==> src/rtl/fft_frame_ctrl.sv <==
// Frame sequencer and output-stream monitor for the streaming FFT core.
// Define FFT_CTRL_PEAK_EN to build the per-frame peak-magnitude tracker.
module fft_frame_ctrl #(
  parameter int unsigned FFT_LEN = 1024,
  parameter int unsigned DW      = 12,
  parameter int unsigned AW      = 25,
  parameter int unsigned LOG2N   = 10
) (
  input  logic             sys_clk,
  input  logic             sys_rst,
  input  logic             start,
  input  logic             stop,
  input  logic             cont,
  input  logic             sample_valid,
  input  logic [DW-1:0]    sample_data,
  output logic             sample_ready,
  output logic             sink_valid,
  output logic             sink_sop,
  output logic             sink_eop,
  output logic [DW-1:0]    sink_real,
  input  logic             sink_ready,
  input  logic             source_valid,
  input  logic             source_sop,
  input  logic             source_eop,
  input  logic [1:0]       source_error,
  input  logic [AW-1:0]    amp,
  output logic             busy,
  output logic [LOG2N-1:0] bin_idx,
  output logic             frame_done,
  output logic [LOG2N-1:0] peak_bin,
  output logic [AW-1:0]    peak_amp,
  output logic             err
);

  localparam logic [LOG2N-1:0] LAST_IDX = LOG2N'(FFT_LEN - 1);

  typedef enum logic [1:0] {IDLE, LOAD, WAIT_OUT} state_t;

  state_t           state;
  logic [LOG2N-1:0] in_cnt;
  logic             stop_pend;
  logic             cont_q;
  logic             in_frame;
  logic             in_beat;
  logic [LOG2N-1:0] cur_bin;
  logic             err_set;

  // Sample path is a zero-latency gate onto the core's sink port.
  assign sink_valid   = (state == LOAD) && sample_valid;
  assign sample_ready = (state == LOAD) && sink_ready;
  assign sink_sop     = (state == LOAD) && (in_cnt == '0);
  assign sink_eop     = (state == LOAD) && (in_cnt == LAST_IDX);
  assign sink_real    = sample_data;
  assign in_beat      = sink_valid && sink_ready;
  assign busy         = (state != IDLE);

  // Index of the beat on the source port this cycle.
  assign cur_bin = source_sop ? '0 : bin_idx + LOG2N'(1);
  assign err_set = source_valid && ((source_error != 2'b00) ||
                                    (source_eop && (cur_bin != LAST_IDX)) ||
                                    (source_sop && in_frame));

  always_ff @(posedge sys_clk) begin
    if (sys_rst) begin
      state      <= IDLE;
      in_cnt     <= '0;
      stop_pend  <= 1'b0;
      cont_q     <= 1'b0;
      bin_idx    <= '0;
      in_frame   <= 1'b0;
      frame_done <= 1'b0;
      err        <= 1'b0;
    end else begin
      frame_done <= source_valid && source_eop;
      if (source_valid) begin
        bin_idx <= cur_bin;
        if (source_eop)      in_frame <= 1'b0;
        else if (source_sop) in_frame <= 1'b1;
      end

      if (err_set)                       err <= 1'b1;
      else if (state == IDLE && start)   err <= 1'b0;

      case (state)
        IDLE: begin
          if (start) begin
            state     <= LOAD;
            cont_q    <= cont;
            stop_pend <= stop;
            in_cnt    <= '0;
          end
        end
        LOAD: begin
          if (stop) stop_pend <= 1'b1;
          if (in_beat) begin
            in_cnt <= in_cnt + LOG2N'(1);
            // Frame boundary decides between another frame and draining.
            if ((in_cnt == LAST_IDX) && (stop_pend || !cont_q)) begin
              state     <= WAIT_OUT;
              stop_pend <= 1'b0;
            end
          end
        end
        WAIT_OUT: begin
          if (frame_done) state <= IDLE;
        end
        default: state <= IDLE;
      endcase
    end
  end

`ifdef FFT_CTRL_PEAK_EN
  localparam logic [LOG2N-1:0] HALF_IDX = LOG2N'(FFT_LEN / 2);

  logic [AW-1:0]    run_amp, base_amp, nxt_amp;
  logic [LOG2N-1:0] run_bin, base_bin, nxt_bin;
  logic             take;

  // Running maximum over bins 1..N/2-1; a sop beat restarts the search.
  always_comb begin
    base_amp = source_sop ? '0 : run_amp;
    base_bin = source_sop ? LOG2N'(1) : run_bin;
    take     = (cur_bin != '0) && (cur_bin < HALF_IDX) && (amp > base_amp);
    nxt_amp  = take ? amp : base_amp;
    nxt_bin  = take ? cur_bin : base_bin;
  end

  always_ff @(posedge sys_clk) begin
    if (sys_rst) begin
      run_amp  <= '0;
      run_bin  <= LOG2N'(1);
      peak_amp <= '0;
      peak_bin <= '0;
    end else if (source_valid) begin
      if (source_eop) begin
        peak_amp <= nxt_amp;
        peak_bin <= nxt_bin;
        run_amp  <= '0;
        run_bin  <= LOG2N'(1);
      end else begin
        run_amp <= nxt_amp;
        run_bin <= nxt_bin;
      end
    end
  end
`else
  logic unused_amp;
  assign unused_amp = ^amp;
  assign peak_bin   = '0;
  assign peak_amp   = '0;
`endif

endmodule

==> config.mk <==
export PLATFORM = sky130hd
export DESIGN_NAME = fft_frame_ctrl
export DESIGN_NICKNAME = d
export VERILOG_FILES = /design/src/rtl/fft_frame_ctrl.sv
export SDC_FILE = /design/constraint.sdc
export NUM_CORES = 1
export LEC_CHECK = 0
export ABC_AREA = 1
export BUFFER_PORTS_ARGS = -buffer_cell sky130_fd_sc_hd__buf_2
export CAP_MARGIN = 20
export CORE_ASPECT_RATIO = 0.7
export CORE_MARGIN = 2
export CORE_UTILIZATION = 30
export DETAILED_ROUTE_END_ITERATION = 10
export PLACE_DENSITY = 0.61
export RECOVER_POWER = 50
export SYNTH_ARGS = -nofsm -noshare
export SYNTH_HDL_FRONTEND = slang
export SYNTH_SLANG_ARGS = --single-unit
==> constraint.sdc <==
create_clock -name sys_clk -period 3.2 [get_ports sys_clk]
set_clock_uncertainty 0.1 [all_clocks]
set_input_delay 0.32 -clock sys_clk [delete_from_list [all_inputs] [get_ports sys_clk]]
set_output_delay 0.32 -clock sys_clk [all_outputs]
set_load 0.02 [all_outputs]
==> run_results.csv, run 1 <==
group,metric,value,unit
power_and_ir_drop,leakagePower,0.850,nW
global_routing,grt_max_degree,20,
synth,avgSynthCellArea,6.95,µm²
synth,yosys_warnings,0,
route,drt_iter0_drc,116,
synth,seq_area_frac_synth,28.8,%
global_routing,grt.busiest_layer,"met2",
clock_tree,clk_pin_slew,0.10,ns
synth,ys.flop_type,"dfxtp_1",
global_routing,antenna_found_initial,0,
synth,ys_seq_elements,27,
clock_tree,cts_tree,"yes",
placement,place.detailed.hpwl,2.89,mm
global_routing,grt-ovfl-total,0,
clock_tree,cts_sinks,27,
cells_and_area,area_growth,0.467,%
clock_tree,htree_num_levels,1,
run_status,status,"complete, no violations",
synth,syn-instance-count,270,
sta,maxSlewHeadroom,51.7,%
floorplanning,die-area,6910,µm²
clock_tree,cts_root_buf,"clkbuf_8",
route,drt-total-wl,3.75,mm
route,avgRoutedWirePerCell,10.3,µm
sta,max_freq,0.507,GHz
floorplanning,die_h,70.2,µm
cells_and_area,drive_gt1_share,17.2,%
global_routing,grt_pass1_wl,6.44,mm
critical_path,reg2reg_depth,8,
sta,rsz0062_at_grt,"no",
placement,post-place-cells,359,
floorplanning,die_x,98.5,µm
global_routing,grt_usage,11.4,%
cells_and_area,most-common-layout-cells,"46 x nand2_1, 35 x conb_1, 31 x nor2_1",
cells_and_area,diodes,0,
route,viasPerCell,4.17,
power_and_ir_drop,ir_worst_vdd,0.157,mV
placement,place_congestion,0.833,
sta,whs,0.154,ns
floorplanning,placementRows,24,
route,first_pass_iters,4,
synth,synth.distinct_cells,32,
placement,post-place-ws,1.49,ns
cells_and_area,final_common_cell,"nand2_1",
floorplanning,coreArea,6130,µm²
clock_tree,numCtsBuffers,3,
sta,finalMaxSlewViolations,0,
sta,period_needed,1.97,ns
synth,netlist_area,1880,µm²
route,dr_total_vias,1515,
critical_path,worstPathMaxFanout,2,
global_routing,met1_usage,16.3,%
synth,synth_edf_count,0,
flow_run,max-cap-violations,0,
clock_tree,postCtsResizedCells,0,
floorplanning,pin_count,113,
sta,tightest_slew,0.724,ns
clock_tree,cts_setup_buffers,0,
sta,hold_viol_final,0,
global_routing,grt_util_met2,17.1,%
placement,io_buffers,28,
synth,async_reset_ff_share,0,%
critical_path,criticalPathCategory,"flip-flop to output port",
floorplanning,start_util,30.6,%
route,ant_nets,0,
clock_tree,insertion_delay,0.29,ns
critical_path,cp.arrival,1.55,ns
critical_path,crit_path_end_kind,"output port",
power_and_ir_drop,p_per_area,394,nW/µm²
min_path,hp-class,"input port to flip-flop",
critical_path,critical_path_required,2.78,ns
cells_and_area,layout.cells.non_filler,363,
sta,setup_tns,0,ns
clock_tree,hold_buffers,0,
cells_and_area,fill_cells,681,
clock_tree,cts_buffer_depth,2,
route,drc,0,
global_routing,gr-usage-met3,1.30,%
sta,setup_viol,0,
sta,fin_ws,1.23,ns
min_path,hold_depth,3,
global_routing,grt_pass1_vias,1385,
sta,fin_crit_sh,61.6,%
cells_and_area,fin_nets,338,
critical_path,start_kind,"flip-flop",
cell type report:
class / count / area [µm²] / share of cell area [%]
inverters: 33 / 125 / 6.64
well taps: 78 / 97.6 / 5.18
clock buffers: 3 / 41.3 / 2.19
clock inverters: 1 / 5.00 / 0.266
repair buffers: 28 / 130 / 6.91
multi-input cells: 193 / 945 / 50.1
flip-flops and latches: 27 / 541 / 28.7
registers in the layout (all words and copies together), names as in the netlist:
register,flops
bin_idx,10
cont_q,1
err,1
frame_done,1
in_cnt,10
in_frame,1
state,2
stop_pend,1
worst max-delay path, stage by stage, from the launching register on:
cell	delay (ns)
dfxtp_1	0.35
ha_1	0.17
nand2_1	0.10
nor3_2	0.24
inv_2	0.08
nor3_1	0.13
buf_2	0.19
routing by layer:
layer	share of wire, %	vias up
met3	5.1	5
met2	41	49
met5	0	-
met1	52	662
met4	1.9	0
li1	-	799
power by group:
group / total [mW] / internal (mW) / switching [mW]
sequential: 0.369 / 0.354 / 0.0157
clock: 0.206 / 0.0878 / 0.118
combinational: 0.167 / 0.0420 / 0.125
through the flow:
step           power [mW]  cell area, µm²  util (%)
3_5_place_dp        0.551            1870      30.5
2_1_floorplan       0.565            2000         -
5_1_grt             0.780            1880      30.8
6_report            0.743            1880      30.8
3_3_place_gp        0.549            1870      30.5
4_1_cts             0.755            1920      31.3
cells in the mapped netlist, drive strengths merged (2+ instances only):
| cell type | number | area share [%] |
|---|---|---|
| nor3 | 8 | 2.7 |
| nor2 | 39 | 9.9 |
| nand3 | 16 | 5.5 |
| dfxtp | 27 | 29 |
| a211oi | 2 | 0.80 |
| o21ai | 13 | 3.5 |
| ha | 3 | 2.0 |
| a21oi | 21 | 5.8 |
| buf | 50 | 20 |
| nand4 | 2 | 1.5 |
| nand2 | 49 | 11 |
| inv | 33 | 6.7 |
path summary, 6_finish.rpt:
kind / end / from / slack [ns]
max: sink_eop / in_cnt[0] / 1.23
min reg2reg: in_frame / in_frame / 0.39
min: stop_pend / stop / 0.15
max reg2reg: in_cnt[8] / state[1] / 1.27
logic make-up after synthesis:
group | share of synthesized area [%]
AOI/OAI and AO/OA | 11.0
buffers and inverters | 26.6
other | 0.200
adders and majority gates | 2.00
DFF | 28.8
xor gates and xnor gates | 0.467
and+or+nand+nor | 31.0
Power figures use the tool's default switching activity.
==> run 2, diff against run 1 <==
ABC_AREA = 0   (was 1)
PLACE_DENSITY = 0.64   (was 0.61)
clock period = 1.8 ns   (was 3.2 ns; I/O delays follow)
==> run_results.csv, run 2 <==
group,metric,value,unit
run_status,status,"complete, no violations",
placement,post-place-cells,318,
global_routing,grt-ovfl-total,0,
synth,synth.largest_area_cell,"dfxtp_1",
route,first_pass_iters,4,
critical_path,rr_endpoint,"bin_idx[8]",
cells_and_area,fin_nets,302,
placement,place_congestion,0.859,
sta,rsz0062_at_grt,"yes",
cells_and_area,diodes,0,
cells_and_area,reg_top3,"bin_idx (10), in_cnt (10), state (2)",
global_routing,grt_pass1_vias,1307,
synth,synth_edf_count,0,
clock_tree,cts_buffer_depth,2,
global_routing,antenna_found_initial,0,
floorplanning,start_util,31.7,%
synth,synthTopCellsByArea,"dfxtp_1 29%, buf_4 19%, a21oi_1 5.7%, nor2_1 3.2%, or4_1 3.2%",
sta,setup_viol,0,
global_routing,grt_usage,11.7,%
critical_path,start_kind,"flip-flop",
cells_and_area,drive_gt1_share,18.9,%
min_path,hp-class,"input port to flip-flop",
critical_path,worstPathMaxFanout,3,
synth,syn-instance-count,231,
global_routing,met1_usage,18.1,%
route,drt-total-wl,4.26,mm
synth,muxShareOfSynthArea,2.23,%
sta,fin_ws,0.0838,ns
cells_and_area,layout.cells.non_filler,324,
critical_path,criticalPathCategory,"flip-flop to output port",
power_and_ir_drop,ir_worst_vdd,0.322,mV
power_and_ir_drop,p_total,1.20,mW
cells_and_area,area_growth,6.36,%
clock_tree,cts_sinks,27,
route,viasPerCell,4.88,
clock_tree,clk_pin_slew,0.10,ns
synth,avgSynthCellArea,8.01,µm²
power_and_ir_drop,p_per_area,610,nW/µm²
synth,async_reset_ff_share,0,%
power_and_ir_drop,p_sw,376,µW
synth,synth-xor-area-share,1.89,%
min_path,min_from,"cont",
placement,place.detailed.hpwl,3.07,mm
synth,ys_seq_elements,27,
min_path,hold_depth,3,
floorplanning,die-area,6820,µm²
synth,synth_compound_gate_area_share,18.3,%
power_and_ir_drop,switching_share,31.3,%
placement,io_buffers,28,
sta,whs,0.0392,ns
synth,synthAdderAreaFrac,2.03,%
global_routing,grt_pass1_wl,6.58,mm
clock_tree,numCtsBuffers,3,
global_routing,grt_util_met2,15.4,%
synth,synth_top_cell_area_share,29.2,%
sta,fin_crit_sh,95.3,%
route,avgRoutedWirePerCell,13.1,µm
synth,synth.distinct_cells,49,
floorplanning,placementRows,23,
placement,post-place-ws,0.115,ns
critical_path,reg2reg_depth,5,
clock_tree,cts_root_buf,"clkbuf_8",
synth,ys.flop_type,"dfxtp_1",
route,drt_iter0_drc,198,
critical_path,cp.arrival,1.44,ns
synth,netlist_area,1850,µm²
synth,yosys_warnings,0,
clock_tree,insertion_delay,0.28,ns
critical_path,critical_path_required,1.52,ns
sta,period_needed,1.72,ns
sta,hold_viol_final,0,
synth,synth.most_common_cell,"buf_4",
floorplanning,pin_count,113,
synth,synth_common_cells,"47 x buf_4, 27 x dfxtp_1, 21 x a21oi_1",
global_routing,gr-usage-met3,2.62,%
power_and_ir_drop,combinationalPowerShare,17.8,%
power_and_ir_drop,leakagePower,0.752,nW
floorplanning,die_h,69.7,µm
synth,synth_top_family_by_area,"simple AND/OR/NAND/NOR gates",
sta,setup_tns,0,ns
critical_path,r2r_setup_slack,0.10,ns
critical_path,reg2reg_from,"bin_idx[0]",
sta,maxSlewHeadroom,58.9,%
floorplanning,coreArea,5840,µm²
min_path,min_to,"cont_q",
route,ant_nets,0,
global_routing,grt_max_degree,21,
route,dr_total_vias,1582,
route,drc,0,
global_routing,grt.busiest_layer,"met1",
power_and_ir_drop,pwr-share-clk,30.4,%
power_and_ir_drop,seqPwrFrac,51.8,%
critical_path,crit_path_end_kind,"output port",
flow_run,max-cap-violations,0,
floorplanning,die_x,97.9,µm
sta,tightest_slew,0.601,ns
sta,max_freq,0.583,GHz
synth,seq_area_frac_synth,29.2,%
synth,synthSimpleGateAreaFrac,23.1,%
clock_tree,cts_tree,"yes",
cells_and_area,final_common_cell,"conb_1",
cells_and_area,most-common-layout-cells,"35 x conb_1, 21 x a21oi_1, 20 x dfxtp_1",
power_and_ir_drop,power.internal,826,µW
sta,finalMaxSlewViolations,0,
clock_tree,htree_num_levels,1,
run 2: cell types whose count changed after synthesis, sizes merged, moves of 4 or more:
cell | before | now
clkbuf | 1 | 8
inv | 33 | 6
nand2 | 49 | 12
nand3 | 16 | 6
nor2 | 39 | 16
nor3 | 8 | 1
o31ai | 0 | 4
or4 | 0 | 8
xnor2 | 0 | 4
run 2: kinds of logic after synthesis:
| kind of cell | count (synthesis) |
|---|---|
| DFF | 27 |
| AOI/OAI and AO/OA | 54 |
| xor gates and xnor gates | 4 |
| other | 1 |
| muxes | 4 |
| buffers and inverters | 64 |
| and+or+nand+nor | 74 |
| adders and majority gates | 3 |
run 2: power groups by stage:
| stage | Sequential (mW) | Combinational [mW] | Clock (mW) |
|---|---|---|---|
| after floorplan | 0.639 | 0.253 | 0 |
| after global placement | 0.637 | 0.206 | 0 |
| after detailed placement | 0.637 | 0.207 | 0 |
| after CTS | 0.624 | 0.209 | 0.379 |
| after global routing | 0.624 | 0.232 | 0.397 |
| final | 0.622 | 0.213 | 0.366 |
run 2: critical path: stages, from the launching register on:
cell      delay [ns]
dfxtp_4         0.37
buf_4           0.14
inv_1           0.05
ha_1            0.14
nand4b_1        0.11
nor4_2          0.17
buf_4           0.19
run 2: per-layer routing:
| layer | routed length (µm) | share of wire (%) |
|---|---|---|
| met1 | 2080 | 49 |
| met4 | 84 | 2.0 |
| met2 | 1800 | 42 |
| met5 | 0 | 0 |
| met3 | 289 | 6.8 |
run 2: metrics by stage:
| stage | utilization [%] | instance area [µm²] |
|---|---|---|
| after floorplan | - | 1980 |
| after global placement | 32.0 | 1870 |
| after detailed placement | 32.0 | 1870 |
| after CTS | 33.1 | 1930 |
| after global routing | 33.7 | 1970 |
| final | 33.7 | 1970 |
run 2: worst max path at each step:
stage               start    endpoint  cells past startpoint  slack, ns
2_1_floorplan  bin_idx[0]  bin_idx[8]                      6       0.07
5_1_grt         in_cnt[3]    sink_sop                      4      -0.04
6_report        in_cnt[0]    sink_sop                      6       0.08
3_5_place_dp     state[0]   in_cnt[5]                      4       0.12
3_3_place_gp    in_cnt[3]   in_cnt[9]                      4       0.13
4_1_cts          state[0]    sink_sop                      4       0.01
run 2: area by class of cell:
| type | instances | area (µm²) |
|---|---|---|
| Multi-Input combinational cell | 174 | 1050 |
| Sequential cell | 27 | 554 |
| Inverter | 7 | 26.3 |
| Clock buffer | 3 | 41.3 |
| Tap cell | 75 | 93.8 |
| Timing Repair Buffer | 37 | 198 |
| Clock inverter | 1 | 7.51 |
| Fill cell | 614 | 3870 |
run 2: repair_timing:
| action | in CTS | in global routing |
|---|---|---|
| pin swaps | 0 | 1 |
| hold endpoints to repair | 1 | 0 |
| resized for setup | 2 | 16 |
| hold buffers | 1 | 0 |
| setup buffers | 0 | 1 |
| endpoints found under the setup margin | 1 | 7 |
==> run 3, diff against run 2 <==
CORE_UTILIZATION = 39   (was 30)
PLACE_DENSITY = 0.79   (was 0.64)
==> run_results.csv, run 3 (synthesized netlist as in run 2, its figures left out) <==
group,metric,value,unit
run_status,status,"finished, violations left",
run_status,violations,"setup timing",
placement,place_congestion,0.887,
global_routing,grt-ovfl-total,0,
sta,period_needed,1.84,ns
sta,tightest_slew,0.483,ns
global_routing,grt_usage,14.5,%
cells_and_area,multi_input_area,1040,µm²
sta,setup_viol,1,
clock_tree,cts_buffer_depth,2,
floorplanning,die-area,5320,µm²
critical_path,crit_path_end_kind,"output port",
floorplanning,pin_count,113,
critical_path,criticalPathCategory,"flip-flop to output port",
power_and_ir_drop,seqPwrFrac,52.3,%
power_and_ir_drop,ir_worst_vdd,0.418,mV
route,viasPerCell,5.20,
clock_tree,cts_tree,"yes",
power_and_ir_drop,pwr-share-clk,29.9,%
cells_and_area,regArea,552,µm²
sta,max_freq,0.543,GHz
clock_tree,cts_root_buf,"clkbuf_8",
cells_and_area,final_common_cell,"conb_1",
placement,io_buffers,28,
cells_and_area,fill_cells,460,
placement,post-place-cells,298,
min_path,hp-class,"input port to flip-flop",
sta,finalMaxSlewViolations,0,
sta,maxSlewHeadroom,67.0,%
cells_and_area,layout.cells.non_filler,304,
sta,fin_ws,-0.0409,ns
floorplanning,die_x,86.3,µm
cells_and_area,area_growth,4.19,%
route,ant_nets,0,
critical_path,worstPathMaxFanout,4,
critical_path,reg2reg_from,"state[0]",
cells_and_area,most-common-layout-cells,"35 x conb_1, 21 x a21oi_1, 20 x dfxtp_1",
clock_tree,numCtsBuffers,3,
power_and_ir_drop,p_per_area,616,nW/µm²
clock_tree,insertion_delay,0.28,ns
sta,hold_viol_final,0,
power_and_ir_drop,leakagePower,0.743,nW
clock_tree,htree_num_levels,1,
cells_and_area,drive_gt1_share,18.9,%
power_and_ir_drop,combinationalPowerShare,17.8,%
power_and_ir_drop,p_sw,363,µW
critical_path,startpoint,"in_cnt[6]",
route,first_pass_iters,4,
placement,place.detailed.hpwl,2.89,mm
cells_and_area,reg_top3,"bin_idx (10), in_cnt (10), state (2)",
floorplanning,start_util,41.5,%
route,drt_iter0_drc,110,
floorplanning,coreArea,4450,µm²
clock_tree,clk_pin_slew,0.10,ns
cells_and_area,fin_nets,302,
global_routing,grt_max_degree,21,
route,drc,0,
global_routing,grt_pass1_wl,6.04,mm
critical_path,critical_path_required,1.52,ns
global_routing,antenna_found_initial,0,
power_and_ir_drop,power.internal,825,µW
route,dr_total_vias,1581,
power_and_ir_drop,switching_share,30.6,%
flow_run,max-cap-violations,0,
route,avgRoutedWirePerCell,12.8,µm
critical_path,cp.arrival,1.56,ns
clock_tree,cts_sinks,27,
floorplanning,placementRows,20,
min_path,min_from,"cont",
cells_and_area,diodes,0,
global_routing,grt_pass1_vias,1282,
sta,setup_tns,-0.0409,ns
critical_path,start_kind,"flip-flop",
floorplanning,die_h,61.6,µm
sta,fin_crit_sh,102,%
route,drt-total-wl,3.89,mm
[run 3: through the flow]
stage               hold slack [ns]  utilization [%]  cell area, µm²  total power, mW  setup WS (ns)
floorplan                     0.180                -            1980            0.892         0.0744
global placement              0.260             41.3            1840            0.840          0.155
detailed placement            0.260             41.3            1840            0.844          0.101
CTS                          0.0335             42.8            1910             1.20        0.00765
global route                 0.0471             43.3            1930             1.25        -0.0948
finish                       0.0352             43.3            1930             1.19        -0.0409
[run 3: what timing repair did]
item                                    in CTS  in global routing
endpoints found under the setup margin       1                  4
cloned                                       0                  0
pin swaps                                    1                  1
hold endpoints to repair                     1                  0
buffers inserted                             0                  1
gates resized for setup                      2                 11
hold buffers                                 1                  0
[run 3: cell type report]
class / count / share of cell area (%)
well taps: 55 / 3.57
repair buffers: 37 / 10.1
clock buffers: 3 / 2.14
inverters: 7 / 1.36
flip-flops and latches: 27 / 28.6
multi-input cells: 174 / 53.8
clock inverters: 1 / 0.389
[run 3: power by group through the flow]
| stage | Clock (mW) | Combinational (mW) | Sequential (mW) |
|---|---|---|---|
| floorplan | 0 | 0.253 | 0.639 |
| global placement | 0 | 0.205 | 0.634 |
| detailed placement | 0 | 0.209 | 0.635 |
| CTS | 0.367 | 0.211 | 0.621 |
| global route | 0.392 | 0.230 | 0.624 |
| finish | 0.355 | 0.212 | 0.621 |
[run 3: path summary, 6_finish.rpt]
kind                endpoint  slack [ns]  depth (start not counted)
setup / recovery    sink_sop       -0.04                          4
hold / removal        cont_q        0.04                          3
setup reg to reg   in_cnt[9]        0.12                          4
hold reg to reg   bin_idx[1]        0.39                          2
[run 3: layer usage]
| layer | routed length [µm] | vias up | GRT usage [%] |
|---|---|---|---|
| li1 | - | 774 | - |
| met1 | 1870 | 729 | 20.1 |
| met2 | 1690 | 71 | 22.5 |
| met3 | 282 | 7 | 3.22 |
| met4 | 56 | 0 | 5.36 |
| met5 | 0 | - | 0 |
[run 3: worst max-delay path: stages, from the launching register on]
cell      delay [ns]
dfxtp_1         0.35
nor4_2          0.36
nand4b_1        0.18
nor4_2          0.17
buf_2           0.21
